$ cat src/rtl/mem_arb_pkg.sv
// Shared types for the two-port main-memory arbiter: FSM encoding, port ids,
// and the round-robin pick.
package mem_arb_pkg;

  typedef enum logic [1:0] {
    IDLE  = 2'd0,
    DRAIN = 2'd1,
    SERVE = 2'd2
  } state_e;

  localparam logic PORT_I = 1'b0;
  localparam logic PORT_D = 1'b1;

  // With both ports pending, the port that did not complete last wins.
  function automatic logic rr_pick(input logic [1:0] cand, input logic last);
    if (cand == 2'b11) return ~last;
    return cand[0] ? PORT_I : PORT_D;
  endfunction

endpackage

$ cat src/rtl/mem_arb_wbuf.sv
// One-entry posted-write buffer: holds a cache's single write-back beat until
// its port is granted and the beat is drained to memory.
module mem_arb_wbuf
  import mem_arb_pkg::*;
#(
  parameter int ADDR_W = 32,
  parameter int DATA_W = 32
) (
  input  logic              clk,
  input  logic              rst,
  input  logic              cap,
  input  logic [ADDR_W-1:0] addr,
  input  logic [DATA_W-1:0] data,
  input  logic              clr,
  output logic              wb_v,
  output logic [ADDR_W-1:0] wb_addr,
  output logic [DATA_W-1:0] wb_data
);

  // A capture wins over a same-cycle clear so a fresh beat is never dropped.
  always_ff @(posedge clk) begin
    if (rst)      wb_v <= 1'b0;
    else if (cap) wb_v <= 1'b1;
    else if (clr) wb_v <= 1'b0;
  end

  always_ff @(posedge clk) begin
    if (cap) begin
      wb_addr <= addr;
      wb_data <= data;
    end
  end

  // Caches must not post a second write-back before the first one drains.
  a_no_overwrite: assert property (@(posedge clk) disable iff (rst) !(cap && wb_v));

endmodule

$ cat src/rtl/mem_arb_2p.sv
// Round-robin arbiter between I-cache (port 0) and D-cache (port 1) onto one
// main-memory port; write-backs are posted and drained ahead of the refill.
module mem_arb_2p
  import mem_arb_pkg::*;
#(
  parameter int ADDR_W = 32,
  parameter int DATA_W = 32
) (
  input  logic              clk,
  input  logic              rst,
  input  logic              p0_op,
  input  logic              p0_valid,
  input  logic [ADDR_W-1:0] p0_addr,
  input  logic [DATA_W-1:0] p0_wdata,
  output logic              p0_ready,
  output logic [DATA_W-1:0] p0_rdata,
  input  logic              p1_op,
  input  logic              p1_valid,
  input  logic [ADDR_W-1:0] p1_addr,
  input  logic [DATA_W-1:0] p1_wdata,
  output logic              p1_ready,
  output logic [DATA_W-1:0] p1_rdata,
  output logic              m_op,
  output logic              m_valid,
  output logic [ADDR_W-1:0] m_addr,
  output logic [DATA_W-1:0] m_wdata,
  input  logic              m_ready,
  input  logic [DATA_W-1:0] m_rdata
);

  state_e state, state_nxt;
  logic   owner, owner_nxt, last, last_nxt, gnt;

  logic [1:0]             req_v, req_op, cap, clr, wb_v, rdy;
  logic [1:0][ADDR_W-1:0] req_addr, wb_addr;
  logic [1:0][DATA_W-1:0] req_wdata, wb_data, rd;

  assign req_v     = {p1_valid, p0_valid};
  assign req_op    = {p1_op, p0_op};
  assign req_addr  = {p1_addr, p0_addr};
  assign req_wdata = {p1_wdata, p0_wdata};

  // The serving owner's writes go straight to memory; everyone else posts.
  for (genvar n = 0; n < 2; n++) begin : g_port
    assign cap[n] = req_v[n] & ~req_op[n] & ~(state == SERVE && owner == 1'(n));
    assign clr[n] = (state == DRAIN) && (owner == 1'(n));

    mem_arb_wbuf #(.ADDR_W(ADDR_W), .DATA_W(DATA_W)) u_wbuf (
      .clk     (clk),
      .rst     (rst),
      .cap     (cap[n]),
      .addr    (req_addr[n]),
      .data    (req_wdata[n]),
      .clr     (clr[n]),
      .wb_v    (wb_v[n]),
      .wb_addr (wb_addr[n]),
      .wb_data (wb_data[n])
    );
  end

  assign gnt = rr_pick(req_v | wb_v, last);

  always_comb begin
    state_nxt = state;
    owner_nxt = owner;
    last_nxt  = last;
    m_valid   = 1'b0;
    m_op      = 1'b0;
    m_addr    = '0;
    m_wdata   = '0;
    rdy       = '0;
    rd        = '0;
    case (state)
      IDLE: begin
        if (|(req_v | wb_v)) begin
          owner_nxt = gnt;
          state_nxt = (wb_v[gnt] | cap[gnt]) ? DRAIN : SERVE;
        end
      end
      DRAIN: begin
        m_valid   = 1'b1;
        m_addr    = wb_addr[owner];
        m_wdata   = wb_data[owner];
        state_nxt = SERVE;
      end
      SERVE: begin
        m_valid = req_v[owner];
        m_op    = req_op[owner];
        m_addr  = req_addr[owner];
        m_wdata = req_wdata[owner];
        if (!req_v[owner]) begin
          state_nxt = IDLE;
        end else if (req_op[owner] && m_ready) begin
          rdy[owner] = 1'b1;
          rd[owner]  = m_rdata;
          last_nxt   = owner;
          state_nxt  = IDLE;
        end
      end
      default: state_nxt = IDLE;
    endcase
  end

  always_ff @(posedge clk) begin
    if (rst) begin
      state <= IDLE;
      owner <= PORT_I;
      last  <= PORT_D;
    end else begin
      state <= state_nxt;
      owner <= owner_nxt;
      last  <= last_nxt;
    end
  end

  assign p0_ready = rdy[PORT_I];
  assign p1_ready = rdy[PORT_D];
  assign p0_rdata = rd[PORT_I];
  assign p1_rdata = rd[PORT_D];

endmodule

$ cat config.mk
export PLATFORM = sky130hd
export DESIGN_NAME = mem_arb_2p
export DESIGN_NICKNAME = d
export VERILOG_FILES = /design/src/rtl/mem_arb_pkg.sv /design/src/rtl/mem_arb_wbuf.sv /design/src/rtl/mem_arb_2p.sv
export SDC_FILE = /design/constraint.sdc
export NUM_CORES = 1
export LEC_CHECK = 0
export CAP_MARGIN = 20
export CORE_ASPECT_RATIO = 1.1
export CORE_UTILIZATION = 46
export CTS_CLUSTER_SIZE = 25
export DETAILED_ROUTE_END_ITERATION = 10
export GPL_TIMING_DRIVEN = 0
export MAX_ROUTING_LAYER = met4
export PLACE_DENSITY_LB_ADDON = 0.05
export SETUP_SLACK_MARGIN = 0.2
export SLEW_MARGIN = 0
export SYNTH_ARGS = -nofsm -noshare
export SYNTH_HDL_FRONTEND = slang
export SYNTH_SLANG_ARGS = --single-unit
$ cat constraint.sdc
create_clock -name clk -period 7.9 [get_ports clk]
set_input_delay 1.185 -clock clk [delete_from_list [all_inputs] [get_ports clk]]
set_output_delay 1.185 -clock clk [all_outputs]
set_load 0.05 [all_outputs]
==> results of run 1 <==
==> Yosys cell counts, types with 2 or more instances <==
master and instances:
sky130_fd_sc_hd__inv_1 6, sky130_fd_sc_hd__o21ai_0 5, sky130_fd_sc_hd__buf_2 11, sky130_fd_sc_hd__nand2_1 4, sky130_fd_sc_hd__o22ai_1 64, sky130_fd_sc_hd__o21bai_1 2, sky130_fd_sc_hd__clkbuf_1 20, sky130_fd_sc_hd__and2_1 130
sky130_fd_sc_hd__mux2i_1 130, sky130_fd_sc_hd__nor2b_1 2, sky130_fd_sc_hd__nor2_1 6, sky130_fd_sc_hd__buf_4 6, sky130_fd_sc_hd__ha_1 3, sky130_fd_sc_hd__edfxtp_1 128, sky130_fd_sc_hd__buf_1 4, sky130_fd_sc_hd__dfxtp_1 6
sky130_fd_sc_hd__a21oi_1 5
==> through the flow <==
stage / setup WS [ns] / hold slack, ns / power [mW] / cells
floorplan: 4.02 / 0.465 / 1.28 / 550
global placement: 3.00 / 0.488 / 1.55 / 1040
detailed placement: 3.03 / 0.497 / 1.56 / 1041
CTS: 3.03 / 0.517 / 2.34 / 1073
global route: 2.92 / 0.552 / 2.41 / 1074
finish: 3.00 / 0.516 / 2.33 / 1075
==> cells in the final DEF, fill, tap and decap left out, types with 6 or more instances in the layout <==
| cell | synthesis | layout |
|---|---|---|
| sky130_fd_sc_hd__clkdlybuf4s50_1 | 0 | 298 |
| sky130_fd_sc_hd__mux2i_1 | 130 | 130 |
| sky130_fd_sc_hd__and2_1 | 130 | 129 |
| sky130_fd_sc_hd__edfxtp_1 | 128 | 128 |
| sky130_fd_sc_hd__o22ai_1 | 64 | 64 |
| sky130_fd_sc_hd__clkbuf_1 | 20 | 20 |
| sky130_fd_sc_hd__clkbuf_16 | 0 | 17 |
| sky130_fd_sc_hd__buf_2 | 11 | 11 |
| sky130_fd_sc_hd__buf_4 | 6 | 6 |
| sky130_fd_sc_hd__clkinv_1 | 1 | 6 |
| sky130_fd_sc_hd__nor2_1 | 6 | 6 |
| sky130_fd_sc_hd__dfxtp_1 | 6 | 6 |
==> layer usage <==
metal | global-route usage | routed length (um)
met1 | 0.322 | 8550
met3 | 0.0751 | 1420
met5 | - | 0
met4 | 0.114 | 572
met2 | 0.471 | 10800
==> area by class of cell <==
type,instances,share of cell area
Inverter,7,0.00265
Clock buffer,17,0.0392
Multi-Input combinational cell,367,0.259
Tap cell,192,0.0221
Clock inverter,15,0.0148
Timing Repair Buffer,299,0.277
Buffer,42,0.0186
Antenna cell,2,0.000461
Sequential cell,134,0.365
==> sequential cells by signal, indices dropped and copies added, names as in the netlist <==
signal                 count
state                      2
g_port.u_wbuf.wb_data     64
g_port.u_wbuf.wb_addr     64
g_port.u_wbuf.wb_v         2
owner                      1
last                       1
==> tightest hold or removal path, stage by stage, from the launching register on <==
cell,delay [ns]
sky130_fd_sc_hd__dfxtp_1,0.33
sky130_fd_sc_hd__o21ai_0,0.08
sky130_fd_sc_hd__a21oi_1,0.06
==> worst max path at each step <==
stage	to	depth (start not counted)	slack, ns
final	p1_rdata[23]	6	3.00
after global routing	p0_rdata[23]	7	2.92
after CTS	p1_rdata[11]	6	3.03
after detailed placement	p1_rdata[11]	6	3.03
after global placement	g_port[1].u_wbuf.wb_data[18]	3	3.00
after floorplan	p1_rdata[22]	4	4.02
==> logic make-up after synthesis <==
family                   Yosys count
AO/OA/AOI/OAI                     83
flip-flops                       134
AND/OR/NAND/NOR                  150
multiplexers                     131
buffers and inverters             49
adder cells (fa/ha/maj)            3
==> where the power goes <==
| part | internal [mW] | leakage [nW] | switching, mW |
|---|---|---|---|
| Combinational | 0.282 | 2.18 | 0.419 |
| Clock | 0.491 | 0.281 | 0.294 |
| Sequential | 0.828 | 1.25 | 0.0128 |
==> results.py, run 1 <==
metrics = {
    "critical_path": {
        "path_delay_family": "buffers and inverters",
        "cpPeakStageDelay_ns": 0.82,
        "worst-path-buf-inv": 3,
        "slowest_stage_cell_crit_path": "sky130_fd_sc_hd__clkdlybuf4s50_1",
        "cp_cell_instances": "clkdlybuf4s50_1, nand2_1, nor4_4, clkbuf_1, and2_1, clkdlybuf4s50_1",
        "path_common_cell": "sky130_fd_sc_hd__clkdlybuf4s50_1",
        "critical_path_required_ns": 6.71,
        "crit_fanout": 10,
        "worst_setup_path_startpoint": "p1_valid",
        "ff2ff_setup_slack_ns": 5.47,
        "worst_setup_path_start_kind": "primary input",
        "worst-endpoint-arrival_ns": 3.72,
        "setup.worst_path.end_class": "output pin",
        "worstReg2RegStart": "state[0]",
        "timing_worst_setup_path_type": "in -> out",
        "ff2ff_path_depth": 5,
        "regToRegEndpoint": "g_port[0].u_wbuf.wb_addr[4]",
    },
    "floorplan": {
        "chipWidth_um": 120,
        "core_region_area_um2": 14600,
        "dieArea_um2": 15700,
        "initial_utilization": 0.479,
        "floorplan.io_pins": 299,
        "floorplan.rows": 46,
        "height_of_the_die_um": 131,
    },
    "clock_network": {
        "cts.sink_count": 134,
        "clockRootBuffer": "sky130_fd_sc_hd__clkbuf_16",
        "clk_transition_reported_paths_ns": 0.05,
        "cts_setup_buffers": 0,
        "hold_fix_buffer_count_after_cts": 0,
        "clk-insertion-delay-late_ns": 0.42,
        "cts_tree": "yes",
        "cts_repair_resize_count": 0,
        "clock_path_buffers": 2,
        "h-tree-depth": 4,
        "cts-buffers-inserted": 17,
    },
    "yosys": {
        "ys_ff_latch": 134,
        "yosys.area_share.simple": 0.134,
        "synth_mux_area_frac": 0.187,
        "postSynth.asyncResetShare": 0,
        "synthesis.yosys.warnings": 0,
        "yosys-top-cells-area": "sky130_fd_sc_hd__edfxtp_1, sky130_fd_sc_hd__mux2i_1, sky130_fd_sc_hd__and2_1",
        "synth_ff_type": "sky130_fd_sc_hd__edfxtp_1",
        "synth_xor_area_frac": 0,
        "yosys.area.top_type": "sky130_fd_sc_hd__edfxtp_1",
        "synth_top_family_by_area": "multiplexers",
        "post_synth_inst_count": 550,
        "synthesis.area_um2": 7000,
        "synth_compound_area_frac": 0.0747,
        "synth-seq-area-share": 0.566,
        "synth_enable_flop_cells": 128,
        "synthDominantCellAreaShare": 0.549,
        "synth.net_count": 720,
        "synth-adder-area-share": 0.00536,
        "synth_cell_type_count": 35,
        "syn_avg_cell_area_um2": 12.7,
    },
    "global_routing": {
        "grt-ovfl-total": 0,
        "grt_usage": 0.283,
        "grt_pass1_vias": 6005,
        "grt_antenna_before_repair": 1,
        "grt_first_pass_wirelength_um": 32800,
        "largest_net_degree_at_the_start_of_global_routing": 65,
    },
    "drt": {
        "finalWirelength_um": 21400,
        "final_antenna_net_count": 0,
        "firstDrtPassIters": 5,
        "1st_iter_drt_viols": 296,
        "drt_drc_violations_left": 0,
        "routed_wire_length_per_instance_um": 19.9,
        "via_per_inst": 5.39,
        "num_vias": 5791,
    },
    "placement": {
        "placed_instance_area_um2": 10300,
        "dpl.hpwl_um": 15500,
        "place.gp.congestion": 0.899,
        "port-buffer-count": 298,
    },
    "min_path": {
        "holdPathStages": 2,
        "hp-start": "state[0]",
        "timing.hold.worst_endpoint": "state[0]",
        "classification_of_the_worst_slack_hold_path": "reg -> reg",
    },
    "cells_and_area": {
        "fin_util": 0.742,
        "design_area_um2": 10900,
        "final_net_count": 1038,
        "final-seq-area_um2": 3960,
        "n_fill_cell": 1046,
        "multiInputGateArea_um2": 2820,
        "fraction_of_layout_cells_with_a_size_suffix_above_1": 0.0602,
        "synthToLayoutAreaGrowth_pct": 54.9,
    },
    "run_status": {
        "outcome": "complete, no violations",
    },
    "sta": {
        "grt_setup_unrepaired": "no",
        "timing.max_slew.rel_slack": 0.391,
        "worst_pin_slew_ns": 0.914,
        "slew_violations": 0,
        "setup-violations-final": 0,
        "fin_skew_ns": 0.00668,
        "final.period_utilization": 0.620,
        "fin_crit_ns": 4.90,
        "hold_violations": 0,
        "totalNegativeSetupSlack_ns": 0,
        "achievable-frequency_ghz": 0.204,
    },
    "flow_run": {
        "cap_violations": 0,
    },
    "pwr": {
        "power_density_nw_per_um2": 214,
        "max-vdd-ir-drop_mv": 0.146,
        "total_leakage_power_nw": 3.71,
    },
}
Note: power is estimated with default switching activity, not from simulation.
==> run 2: changes to the inputs <==
- CORE_UTILIZATION: 46 -> 43
- clock period: 7.9 -> 4.77 ns (I/O delays scaled with it)
==> results.py, run 2 (synthesis gave the netlist of run 1 again) <==
metrics = {
    "placement": {
        "place.gp.congestion": 0.942,
        "port-buffer-count": 298,
        "dpl.hpwl_um": 15500,
        "placed_instance_area_um2": 10300,
    },
    "drt": {
        "num_vias": 5778,
        "1st_iter_drt_viols": 295,
        "finalWirelength_um": 21400,
        "drt_drc_violations_left": 0,
        "routed_wire_length_per_instance_um": 19.7,
        "via_per_inst": 5.34,
        "firstDrtPassIters": 4,
        "final_antenna_net_count": 0,
    },
    "critical_path": {
        "worstReg2RegStart": "state[0]",
        "regToRegEndpoint": "g_port[0].u_wbuf.wb_addr[4]",
        "path_common_cell": "sky130_fd_sc_hd__clkbuf_1",
        "critical_path_required_ns": 4.05,
        "worst-path-buf-inv": 5,
        "cpPeakStageDelay_ns": 0.73,
        "ff2ff_path_depth": 5,
        "cp_cell_instances": "inv_1, ha_1, clkinv_1, clkbuf_1, clkbuf_1, o22ai_1, and2_1, clkdlybuf4s50_1",
        "crit_fanout": 10,
        "path_delay_family": "buffers and inverters",
        "worst_setup_path_start_kind": "flip-flop",
        "setup.worst_path.end_class": "output pin",
        "slowest_stage_cell_crit_path": "sky130_fd_sc_hd__clkdlybuf4s50_1",
        "timing_worst_setup_path_type": "reg -> out",
        "ff2ff_setup_slack_ns": 2.34,
        "worst-endpoint-arrival_ns": 3.40,
    },
    "floorplan": {
        "core_region_area_um2": 15800,
        "floorplan.io_pins": 299,
        "height_of_the_die_um": 136,
        "chipWidth_um": 124,
        "initial_utilization": 0.443,
        "floorplan.rows": 48,
        "dieArea_um2": 16800,
    },
    "global_routing": {
        "grt_first_pass_wirelength_um": 31500,
        "met2_usage": 0.432,
        "grt_util_met1": 0.305,
        "top_usage_layer": "met2",
        "grt_usage": 0.259,
        "grt_antenna_before_repair": 1,
        "largest_net_degree_at_the_start_of_global_routing": 65,
        "grt-ovfl-total": 0,
        "global_route.usage.met3": 0.0713,
        "grt_pass1_vias": 5697,
    },
    "cells_and_area": {
        "fraction_of_layout_cells_with_a_size_suffix_above_1": 0.0624,
        "layout.cells.most_common_list": "sky130_fd_sc_hd__clkdlybuf4s50_1, sky130_fd_sc_hd__mux2i_1, sky130_fd_sc_hd__and2_1, sky130_fd_sc_hd__edfxtp_1, sky130_fd_sc_hd__o22ai_1",
        "final_net_count": 1038,
        "biggestRegsByFlops": "g_port.u_wbuf.wb_addr (64), g_port.u_wbuf.wb_data (64)",
        "synthToLayoutAreaGrowth_pct": 54.3,
        "design_area_um2": 10800,
        "most_common_cell_after_layout_fill_and_taps_aside": "sky130_fd_sc_hd__clkdlybuf4s50_1",
    },
    "clock_network": {
        "clockRootBuffer": "sky130_fd_sc_hd__clkbuf_16",
        "cts_setup_buffers": 0,
        "cts_repair_resize_count": 0,
        "hold_fix_buffer_count_after_cts": 0,
        "h-tree-depth": 4,
        "cts_tree": "yes",
        "clk_transition_reported_paths_ns": 0.05,
        "cts-buffers-inserted": 17,
        "cts.sink_count": 134,
        "clk-insertion-delay-late_ns": 0.41,
        "clock_path_buffers": 2,
    },
    "pwr": {
        "p_clk_frac": 0.320,
        "p_switching_mw": 1.21,
        "total_leakage_power_nw": 3.69,
        "fin_total_pwr_mw": 3.76,
        "max-vdd-ir-drop_mv": 0.248,
        "combinationalPowerShare": 0.310,
        "power.share.switching": 0.321,
        "share_seq_of_total_power": 0.370,
        "power.internal_mw": 2.55,
        "power_density_nw_per_um2": 348,
    },
    "min_path": {
        "hp-start": "g_port[0].u_wbuf.wb_v",
        "classification_of_the_worst_slack_hold_path": "reg -> reg",
        "holdPathStages": 2,
        "timing.hold.worst_endpoint": "g_port[0].u_wbuf.wb_v",
    },
    "sta": {
        "setup-violations-final": 0,
        "grt_setup_unrepaired": "no",
        "hold_violations": 0,
        "achievable-frequency_ghz": 0.243,
        "worst_pin_slew_ns": 0.896,
        "fin_crit_ns": 4.12,
        "timing.max_slew.rel_slack": 0.402,
        "totalNegativeSetupSlack_ns": 0,
        "slew_violations": 0,
        "final.period_utilization": 0.864,
        "fin_skew_ns": 0.0105,
    },
    "flow_run": {
        "cap_violations": 0,
    },
    "run_status": {
        "outcome": "complete, no violations",
    },
}
run 2: cell count changes in the layout (fill, tap and decap cells not counted), moves of 2 or more:
cell	previous run	this run
sky130_fd_sc_hd__clkinv_1	6	1
sky130_fd_sc_hd__clkinv_4	1	4
sky130_fd_sc_hd__bufinv_16	3	1
sky130_fd_sc_hd__clkinv_2	2	5
sky130_fd_sc_hd__clkbuf_1	20	23
run 2: how the worst max path moves through the flow:
stage / start / cells after the start / endpoint
after floorplan: state[0] / 6 / p1_rdata[22]
after global placement: p1_valid / 3 / g_port[1].u_wbuf.wb_data[14]
after detailed placement: p0_op / 7 / p0_rdata[10]
after CTS: state[0] / 8 / m_wdata[28]
after global routing: state[0] / 8 / m_valid
final: state[0] / 8 / m_wdata[28]
run 2: worst reg2reg max path, delay by kind of cell, from the launching register on:
kind,cells,cell delay [ns]
flops,1,0.35
simple gates,2,0.66
fa+ha+maj,1,0.26
buf+inv,2,0.75
run 2: cell type report:
class / instances / area (um^2)
Fill cell: 1213 / 4990
Multi-Input combinational cell: 367 / 2820
Antenna cell: 1 / 2.50
Clock buffer: 20 / 437
Inverter: 7 / 28.8
Buffer: 42 / 201
Clock inverter: 12 / 106
Sequential cell: 134 / 3960
Timing Repair Buffer: 299 / 3000
Tap cell: 200 / 250
run 2: power groups by stage:
| stage | clock, mW | sequential, mW | combinational, mW |
|---|---|---|---|
| floorplan | 0 | 1.41 | 0.708 |
| global placement | 0 | 1.42 | 1.15 |
| detailed placement | 0 | 1.42 | 1.16 |
| CTS | 1.22 | 1.39 | 1.17 |
| global route | 1.27 | 1.40 | 1.24 |
| finish | 1.20 | 1.39 | 1.16 |
run 2: per-stage QoR:
step	setup WS, ns	std cells	util	hold WS, ns
finish	0.651	1082	0.684	0.507
global route	0.515	1082	0.684	0.534
CTS	0.644	1081	0.684	0.505
detailed placement	0.840	1049	0.650	0.496
global placement	0.276	1048	0.648	0.492
floorplan	1.81	550	-	0.465
run 2: layer usage:
layer / share of wire / vias up
met3: 0.081 / 27
met4: 0.014 / 0
met5: 0 / -
li1: - / 2707
met2: 0.50 / 245
met1: 0.40 / 2799
==> run 3: changes to the inputs <==
- CAP_MARGIN: 20 -> 10
==> results of run 3 <==
No change in the layout: final DEF, timing and power equal those of run 2.
